===== src/rtl/serial_subtractor.sv =====
// ---------------------------------------------------------------------------
// serial_subtractor
//
// Bit-serial subtractor: Diff = A - B - Bin (modulo 2^WIDTH), one bit per
// clock, LSB first. A single full-subtractor cell and a borrow flip-flop are
// reused for every bit position, which trades latency for area compared
// with a ripple subtractor.
//
// Ports
//   clk    in   1      system clock, rising-edge active
//   rst_n  in   1      asynchronous active-low reset
//   start  in   1      launch request, sampled only while idle
//   A      in   WIDTH  minuend, captured when start is accepted
//   B      in   WIDTH  subtrahend, captured when start is accepted
//   Bin    in   1      borrow-in, captured when start is accepted
//   busy   out  1      high while an operation is in flight (SHIFT, DONE)
//   done   out  1      single-cycle pulse, Diff/Borr just updated
//   Diff   out  WIDTH  registered difference, held until next completion
//   Borr   out  1      registered final borrow (1 when A < B + Bin)
//
// Timing: start accepted at edge 0, bits processed on edges 1..WIDTH, done
// is high during the cycle after edge WIDTH, back in IDLE after edge WIDTH+1.
// ---------------------------------------------------------------------------
module serial_subtractor #(
  parameter int WIDTH = 8
) (
  input  logic             clk,
  input  logic             rst_n,
  input  logic             start,
  input  logic [WIDTH-1:0] A,
  input  logic [WIDTH-1:0] B,
  input  logic             Bin,
  output logic             busy,
  output logic             done,
  output logic [WIDTH-1:0] Diff,
  output logic             Borr
);

  // One extra bit so the counter can reach WIDTH without wrapping.
  localparam int CW = $clog2(WIDTH) + 1;

  typedef enum logic [1:0] {
    S_IDLE  = 2'd0,
    S_SHIFT = 2'd1,
    S_DONE  = 2'd2
  } state_t;

  state_t           r_state;
  logic [WIDTH-1:0] r_opa;
  logic [WIDTH-1:0] r_opb;
  logic [WIDTH-1:0] r_res;
  logic [WIDTH-1:0] r_diff;
  logic             r_borrow;
  logic             r_borr;
  logic             r_busy;
  logic             r_done;
  logic [CW-1:0]    r_cnt;

  logic             w_d;
  logic             w_borrow_next;
  logic [WIDTH-1:0] w_res_next;
  logic             w_last;

  // Full-subtractor bit cell; returns {borrow_out, difference}.
  function automatic logic [1:0] fs_cell(input logic a, input logic b,
                                         input logic r);
    logic d;
    logic bo;
    d  = a ^ b ^ r;
    bo = (~a & b) | (~(a ^ b) & r);
    return {bo, d};
  endfunction

  always_comb begin
    {w_borrow_next, w_d} = fs_cell(r_opa[0], r_opb[0], r_borrow);
    // Right shift with the new bit entering at the MSB; written as shifts so
    // it also elaborates cleanly for WIDTH == 1.
    w_res_next = (r_res >> 1) | (WIDTH'(w_d) << (WIDTH - 1));
    w_last     = (r_cnt == CW'(WIDTH - 1));
  end

  always_ff @(posedge clk or negedge rst_n) begin
    if (!rst_n) begin
      r_state  <= S_IDLE;
      r_opa    <= '0;
      r_opb    <= '0;
      r_res    <= '0;
      r_diff   <= '0;
      r_borrow <= 1'b0;
      r_borr   <= 1'b0;
      r_busy   <= 1'b0;
      r_done   <= 1'b0;
      r_cnt    <= '0;
    end else begin
      case (r_state)
        S_IDLE: begin
          r_done <= 1'b0;
          if (start) begin
            r_opa    <= A;
            r_opb    <= B;
            r_borrow <= Bin;
            r_res    <= '0;
            r_cnt    <= '0;
            r_busy   <= 1'b1;
            r_state  <= S_SHIFT;
          end else begin
            r_busy <= 1'b0;
          end
        end

        S_SHIFT: begin
          r_opa    <= r_opa >> 1;
          r_opb    <= r_opb >> 1;
          r_borrow <= w_borrow_next;
          r_res    <= w_res_next;
          r_cnt    <= r_cnt + CW'(1);
          // Last bit: publish the completed result together with done.
          if (w_last) begin
            r_diff  <= w_res_next;
            r_borr  <= w_borrow_next;
            r_done  <= 1'b1;
            r_state <= S_DONE;
          end
        end

        S_DONE: begin
          // start is deliberately not looked at here.
          r_done  <= 1'b0;
          r_busy  <= 1'b0;
          r_state <= S_IDLE;
        end

        default: begin
          r_done  <= 1'b0;
          r_busy  <= 1'b0;
          r_state <= S_IDLE;
        end
      endcase
    end
  end

  assign busy = r_busy;
  assign done = r_done;
  assign Diff = r_diff;
  assign Borr = r_borr;

endmodule


===== config.mk =====
export PLATFORM = sky130hd
export DESIGN_NAME = serial_subtractor
export DESIGN_NICKNAME = d
export VERILOG_FILES = /design/src/rtl/serial_subtractor.sv
export SDC_FILE = /design/constraint.sdc
export NUM_CORES = 1
export LEC_CHECK = 0
export CAP_MARGIN = 40
export CORE_UTILIZATION = 51
export CTS_CLUSTER_SIZE = 20
export DETAILED_ROUTE_END_ITERATION = 16
export PLACE_DENSITY = 0.84
export SLEW_MARGIN = 0
export SYNTH_ARGS = -nofsm -noshare
export SYNTH_HDL_FRONTEND = slang
export SYNTH_SLANG_ARGS = --single-unit

===== constraint.sdc =====
create_clock -name clk -period 2.15 [get_ports clk]
set_clock_uncertainty 0.15 [all_clocks]
set_input_delay 0.5375 -clock clk [delete_from_list [all_inputs] [get_ports clk]]
set_output_delay 0.5375 -clock clk [all_outputs]
set_load 0.01 [all_outputs]

==> results of run 1 <==
[registers in the layout (all words and copies together), names as in the netlist]
register	cells
Diff	8
r_opb	8
done	1
busy	1
Borr	1
r_opa	8
r_borrow	1
r_cnt	4
r_res	7
r_state	2
[per-layer routing]
layer,up-vias,global-route usage (%)
li1,599,-
met1,612,25.4
met2,36,37.0
met3,0,5.76
met4,0,6.82
met5,-,0
[cells in the mapped netlist (all sizes together), types with 2 or more instances]
library cell / count
inv: 3
nor2: 15
nor3b: 2
nand3: 10
dfrtp: 41
buf: 8
mux2i: 2
mux2: 8
o21ai: 3
a22oi: 8
nand2: 38
o22ai: 6
[area by class of cell]
cell class,count,area (um^2)
Inverter,3,11.3
Timing Repair Buffer,34,325
Multi-Input combinational cell,105,642
Sequential cell,41,1030
Tap cell,44,55.1
Clock inverter,2,10.0
Clock buffer,6,41.3
Fill cell,254,1040
[cells in the final DEF (no fill, tap or decap), types with 2 or more instances in the layout]
cell             count
buf_4                4
clkinv_2             2
nor3b_1              2
mux2_4               8
o22ai_1              6
inv_1                3
dfrtp_1             41
a22oi_1              8
o21ai_0              3
nand2_1             38
mux2i_1              2
nand3_1             10
nor2_1              15
clkbuf_4             5
clkdlybuf4s50_1     29
[final timing paths]
path	depth (start not counted)	end	slack [ns]	startpoint
setup / recovery	1	Diff[2]	0.20	Diff[2]
hold / removal	2	Diff[0]	0.07	rst_n
setup reg to reg	3	Diff[0]	0.41	r_state[1]
hold reg to reg	1	r_cnt[3]	0.33	r_cnt[3]
max in group asynchronous	2	r_cnt[0]	1.41	rst_n
min in group clk	1	r_cnt[3]	0.33	r_cnt[3]
[cells by family after synthesis]
logic type                 after synthesis  synth area share, %
muxes                                   10                 8.01
AOI/OAI and AO/OA                       21                 8.36
buffers and inverters                   12                 4.72
adders and majority gates                2                 1.86
xor gates and xnor gates                 1                0.500
DFF                                     41                 58.6
and+or+nand+nor                         71                 17.9
[stage by stage]
step | hold slack [ns] | cell area, um^2 | setup TNS, ns | cells
final | 0.0747 | 2110 | 0 | 235
after global routing | 0.106 | 2110 | 0 | 235
after CTS | 0.0904 | 2110 | 0 | 235
after detailed placement | 0.312 | 2060 | -0.0126 | 227
after global placement | 0.299 | 2060 | 0 | 227
after floorplan | 0.0919 | 1750 | 0 | 158
[power groups by stage]
stage                     combinational (mW)  sequential [mW]  clock [mW]
final                                   1.14             1.33       0.364
after global routing                    1.28             1.37       0.410
after CTS                               1.15             1.33       0.377
after detailed placement                1.15             1.35           0
after global placement                  1.10             1.32           0
after floorplan                        0.771             1.33           0
==> qor.txt, run 1 <==
STA
----------------------------------------------------------------------------------------
Shortest period the worst path allows .....................................      1.95 ns
Relative max-transition margin ............................................        50.4%
Number of failing hold endpoints at the final stage .......................            0
Final worst-path cycle share ..............................................        90.9%
Setup repair after global routing missed its margin .......................           no
Setup Viol. Count Final ...................................................            0
Final critical-path setup slack ...........................................     0.197 ns
Highest clock rate ........................................................    0.512 GHz
Final max-slew violation count ............................................            0
Slew at the pin with the worst max-slew slack .............................     0.743 ns

DIE
----------------------------------------------------------------------------------------
Initial cell density of the core ..........................................        55.5%
Core region area ..........................................................    3150 um^2
Total die area ............................................................    3670 um^2
Die height ................................................................      60.6 um
Row count .................................................................           20
Die X .....................................................................      60.6 um
Top-Level Pins ............................................................           31

SYNTHESIS
----------------------------------------------------------------------------------------
Total of warnings raised by yosys .........................................            0
Post-synthesis sequential area ratio ......................................        58.6%
Fraction of synthesized cell area taken by the top area cell type .........        58.6%
Instance count of the mapped netlist ......................................          158
Post-synth EDFFs ..........................................................            0
Prevailing post-synth register cell .......................................      dfrtp_1
Largest cells by area after synthesis ..................................... dfrtp_1 59%, nand2_1 8.1%, mux2_4 6.9%
Synthesized flop and latch total ..........................................           41
Synthesized Nets ..........................................................          180
Post-Synthesis Mean Instance Area .........................................    11.1 um^2
Library cell occupying the most area in the post-synthesis netlist ........      dfrtp_1
Count of unique library cells instantiated by Yosys .......................           28
Post-synthesis instance area ..............................................    1750 um^2
Asr flop ratio synth ......................................................         100%

CLOCK NETWORK
----------------------------------------------------------------------------------------
Buffers from clock root to sink, at most ..................................            2
Number of hold buffers added after cts ....................................            0
Number of buffers added for setup after CTS ...............................            0
CTS Root Cell .............................................................     clkbuf_4
H-tree level count ........................................................            2
CTS sink cnt ..............................................................           41
CTS buffer count ..........................................................            5
Number of instances resized during post-cts repair ........................            0
CTS tree ..................................................................        built
Clock Pin Slew Worst Setup and Hold Paths .................................      0.12 ns
Worst-skew pair later-pin latency .........................................      0.34 ns

POWER
----------------------------------------------------------------------------------------
Power after layout ........................................................      2.83 mW
Pleak .....................................................................      1.01 nW
IR Drop Worst-Case VDD ....................................................       568 uV
Clk pwr share .............................................................        12.9%
Cell Int Power ............................................................      1.83 mW
Combinational fraction of design power ....................................        40.1%
Power per standard cell area .............................................. 1340 nW/um^2
Register share of total power .............................................        47.0%
Switching power summed over all nets ......................................      1.00 mW
Sw frac ...................................................................        35.5%

SETUP PATH
----------------------------------------------------------------------------------------
Category of cells accounting for the largest share of critical-path delay . buffers and inverters
Worst path buffer plus inverter count .....................................            1
Maximum fanout along the worst path .......................................            2
Critical-path cell list ................................................... clkdlybuf4s50_1
Data arrival, critical path ...............................................      1.27 ns
CP startpoint kind ........................................................     register
Worst path slowest cell ................................................... clkdlybuf4s50_1
Crit-path max cell delay ..................................................      0.54 ns
Required arrival time at the worst endpoint ...............................      1.46 ns
Kind of end point of the critical path .................................... primary output
Start-to-end type of the worst setup path .................................      reg2out

PLACEMENT
----------------------------------------------------------------------------------------
Pre-CTS worst setup slack .................................................   -0.0126 ns
Buffers added on ports ....................................................           30
Routability Congestion ....................................................        0.698
Sum of net half-perimeters after detailed placement .......................      2.25 mm

CELLS AND AREA
----------------------------------------------------------------------------------------
# diodes ..................................................................            0
Number of nets in the layout ..............................................          212
Growth of design area from synthesis to finish ............................        20.6%
Fraction of layout instances using a drive strength above 1 ...............        12.6%
Fin util ..................................................................        66.9%

DRT
----------------------------------------------------------------------------------------
Count of antenna-violating nets left after detailed routing ...............            0
DR top layer ..............................................................         met3
Via count .................................................................         1247
First-pass iteration count of the detailed router .........................            4
Drt total wl ..............................................................      3.21 mm
Met1 wire length ..........................................................      1.39 mm
Met2 WL ...................................................................      1.66 mm
Per-cell via count in the routed design ...................................         5.31
DR WL met3 ................................................................       155 um
Routed length per placed instance .........................................      13.6 um
Remaining DRCs ............................................................            0
Initial drt markers .......................................................           38

MIN PATH
----------------------------------------------------------------------------------------
Worst hold-check path type ................................................     in2async

OUTCOME
----------------------------------------------------------------------------------------
Result of the run ......................................................... complete, no violations

GLOBAL ROUTE
----------------------------------------------------------------------------------------
Largest net degree at the start of global routing .........................           42
GRT overflow ..............................................................            0
Number of global-route vias before repair .................................         1271
Wire length of the first global-routing pass ..............................      5.55 mm
Global Route Usage Sum ....................................................        21.2%
Number of antenna violations at the first check in global routing .........            0

FLOW RUN
----------------------------------------------------------------------------------------
Number of max-cap violations ..............................................            0

Power figures use the tool's default switching activity.
==> run 2: changes to the inputs <==
Settings changed: ABC_CLOCK_PERIOD_IN_PS set to 2150, CORE_UTILIZATION 51 to 54, CTS_BUF_LIST set to sky130_fd_sc_hd__clkbuf_8, PLACE_DENSITY 0.84 to 0.88.
==> qor.txt, run 2 (same netlist as run 1, synthesis figures left out) <==
DRT
----------------------------------------------------------------------------------------
Via count .................................................................         1249   was 1247
Remaining DRCs ............................................................            0   unchanged
Drt total wl ..............................................................      3.27 mm   was 3.21 mm
Met1 wire length ..........................................................      1.36 mm   was 1.39 mm
Per-cell via count in the routed design ...................................         5.29   was 5.31
DR WL met3 ................................................................       137 um   was 155 um
First-pass iteration count of the detailed router .........................            4   unchanged
Initial drt markers .......................................................           41   was 38
Routed length per placed instance .........................................      13.8 um   was 13.6 um
DR top layer ..............................................................         met4   was met3
Count of antenna-violating nets left after detailed routing ...............            0   unchanged
Met2 WL ...................................................................      1.74 mm   was 1.66 mm

GLOBAL ROUTE
----------------------------------------------------------------------------------------
Wire length of the first global-routing pass ..............................      5.45 mm   was 5.55 mm
Number of global-route vias before repair .................................         1269   was 1271
Largest net degree at the start of global routing .........................           42   unchanged
Global Route Usage Sum ....................................................        21.7%   was 21.2%
Number of antenna violations at the first check in global routing .........            0   unchanged
GRT overflow ..............................................................            0   unchanged

CELLS AND AREA
----------------------------------------------------------------------------------------
Number of nets in the layout ..............................................          213   was 212
Post-layout instance area .................................................    2150 um^2   was 2110 um^2
Final Non-Filler Cells ....................................................          236   was 235
# diodes ..................................................................            0   unchanged
Fraction of layout instances using a drive strength above 1 ...............        13.0%   was 12.6%
Growth of design area from synthesis to finish ............................        22.8%   was 20.6%
Leading cell type in the layout, fill and taps excluded ...................      dfrtp_1   unchanged
Most frequent cells in the layout ......................................... 41 x dfrtp_1, 38 x nand2_1, 29 x clkdlybuf4s50_1   unchanged

CLOCK NETWORK
----------------------------------------------------------------------------------------
CTS sink cnt ..............................................................           41   unchanged
Worst-skew pair later-pin latency .........................................      0.30 ns   was 0.34 ns
CTS tree ..................................................................        built   unchanged
Number of instances resized during post-cts repair ........................            0   unchanged
H-tree level count ........................................................            2   unchanged
Number of hold buffers added after cts ....................................            0   unchanged
Number of buffers added for setup after CTS ...............................            0   unchanged
Clock Pin Slew Worst Setup and Hold Paths .................................      0.08 ns   was 0.12 ns
CTS Root Cell .............................................................     clkbuf_8   was clkbuf_4
CTS buffer count ..........................................................            5   unchanged
Buffers from clock root to sink, at most ..................................            2   unchanged

STA
----------------------------------------------------------------------------------------
Final hold slack ..........................................................     0.133 ns   was 0.0747 ns
Shortest period the worst path allows .....................................      1.89 ns   was 1.95 ns
Slew at the pin with the worst max-slew slack .............................     0.802 ns   was 0.743 ns
Post-Route Setup TNS ......................................................         0 ns   unchanged
Setup Viol. Count Final ...................................................            0   unchanged
Highest clock rate ........................................................    0.528 GHz   was 0.512 GHz
Number of failing hold endpoints at the final stage .......................            0   unchanged
Relative max-transition margin ............................................        46.5%   was 50.4%
Setup repair after global routing missed its margin .......................           no   unchanged
Final max-slew violation count ............................................            0   unchanged
Final critical-path setup slack ...........................................     0.256 ns   was 0.197 ns
Final worst-path cycle share ..............................................        88.1%   was 90.9%

PLACEMENT
----------------------------------------------------------------------------------------
Total instance count after detailed placement .............................          228   was 227
Pre-CTS worst setup slack .................................................   0.00519 ns   was -0.0126 ns
Routability Congestion ....................................................        0.724   was 0.698
Instance area at placement ................................................    2070 um^2   was 2060 um^2
Buffers added on ports ....................................................           30   unchanged
Sum of net half-perimeters after detailed placement .......................      2.36 mm   was 2.25 mm

SETUP PATH
----------------------------------------------------------------------------------------
Worst path slowest cell ................................................... clkdlybuf4s50_1   unchanged
Required arrival time at the worst endpoint ...............................      1.46 ns   about the same
Maximum fanout along the worst path .......................................            2   unchanged
CP startpoint kind ........................................................     register   unchanged
Worst path buffer plus inverter count .....................................            1   unchanged
Start-to-end type of the worst setup path .................................      reg2out   unchanged
Category of cells accounting for the largest share of critical-path delay . buffers and inverters   unchanged
Kind of end point of the critical path .................................... primary output   unchanged
Crit-path max cell delay ..................................................      0.54 ns   about the same
Critical-path cell list ................................................... clkdlybuf4s50_1   unchanged
Data arrival, critical path ...............................................      1.21 ns   was 1.27 ns

FLOW RUN
----------------------------------------------------------------------------------------
Number of max-cap violations ..............................................            0   unchanged

DIE
----------------------------------------------------------------------------------------
Row count .................................................................           20   unchanged
Initial cell density of the core ..........................................        57.3%   was 55.5%
Total die area ............................................................    3470 um^2   was 3670 um^2
Die height ................................................................      58.9 um   was 60.6 um
Core region area ..........................................................    3050 um^2   was 3150 um^2
Die X .....................................................................      58.9 um   was 60.6 um
Top-Level Pins ............................................................           31   unchanged

POWER
----------------------------------------------------------------------------------------
IR Drop Worst-Case VDD ....................................................       661 uV   was 568 uV
Pleak .....................................................................      1.03 nW   was 1.01 nW
Power per standard cell area .............................................. 1380 nW/um^2   was 1340 nW/um^2

OUTCOME
----------------------------------------------------------------------------------------
Result of the run ......................................................... complete, no violations   unchanged

MIN PATH
----------------------------------------------------------------------------------------
Worst hold-check path type ................................................     in2async   unchanged

run 2: layout make-up:
class                           instances  area (um^2)
Clock inverter                          3         13.8
Tap cell                               44         55.1
Sequential cell                        41         1030
Clock buffer                            5         68.8
Multi-Input combinational cell        105          642
Fill cell                             248          903
Timing Repair Buffer                   35          333
Inverter                                3         11.3
run 2: per-layer routing:
layer	vias to the layer above	GRT usage, %
li1	598	-
met1	622	25.4
met2	27	38.1
met3	2	6.59
met4	0	6.80
met5	-	0
run 2: where the power goes:
part           total, mW  internal (mW)  switching (mW)
clock              0.474          0.220           0.254
combinational       1.16          0.598           0.566
sequential          1.33           1.11           0.214
total               2.97           1.93            1.03
run 2: path summary, 6_finish.rpt:
kind / slack (ns) / depth (start not counted) / startpoint / end
worst max-delay path: 0.26 / 1 / done / done
worst min-delay path: 0.13 / 2 / rst_n / Diff[0]
worst max register to register: 0.39 / 3 / r_state[1] / Diff[4]
worst min register to register: 0.32 / 1 / r_cnt[3] / r_cnt[3]
max in group asynchronous: 1.36 / 2 / rst_n / r_opb[1]
min in group clk: 0.32 / 1 / r_cnt[3] / r_cnt[3]
run 2: through the flow:
step / util, % / power, mW
6_report: 70.4 / 2.97
5_1_grt: 70.4 / 3.17
4_1_cts: 70.4 / 2.99
3_5_place_dp: 67.7 / 2.52
3_3_place_gp: 67.7 / 2.42
2_1_floorplan: - / 2.10
==> run 3: changes to the inputs <==
Settings changed: CTS_CLUSTER_DIAMETER set to 80.
==> results of run 3 <==
The final DEF is identical to that of run 2; final timing and power are the same.
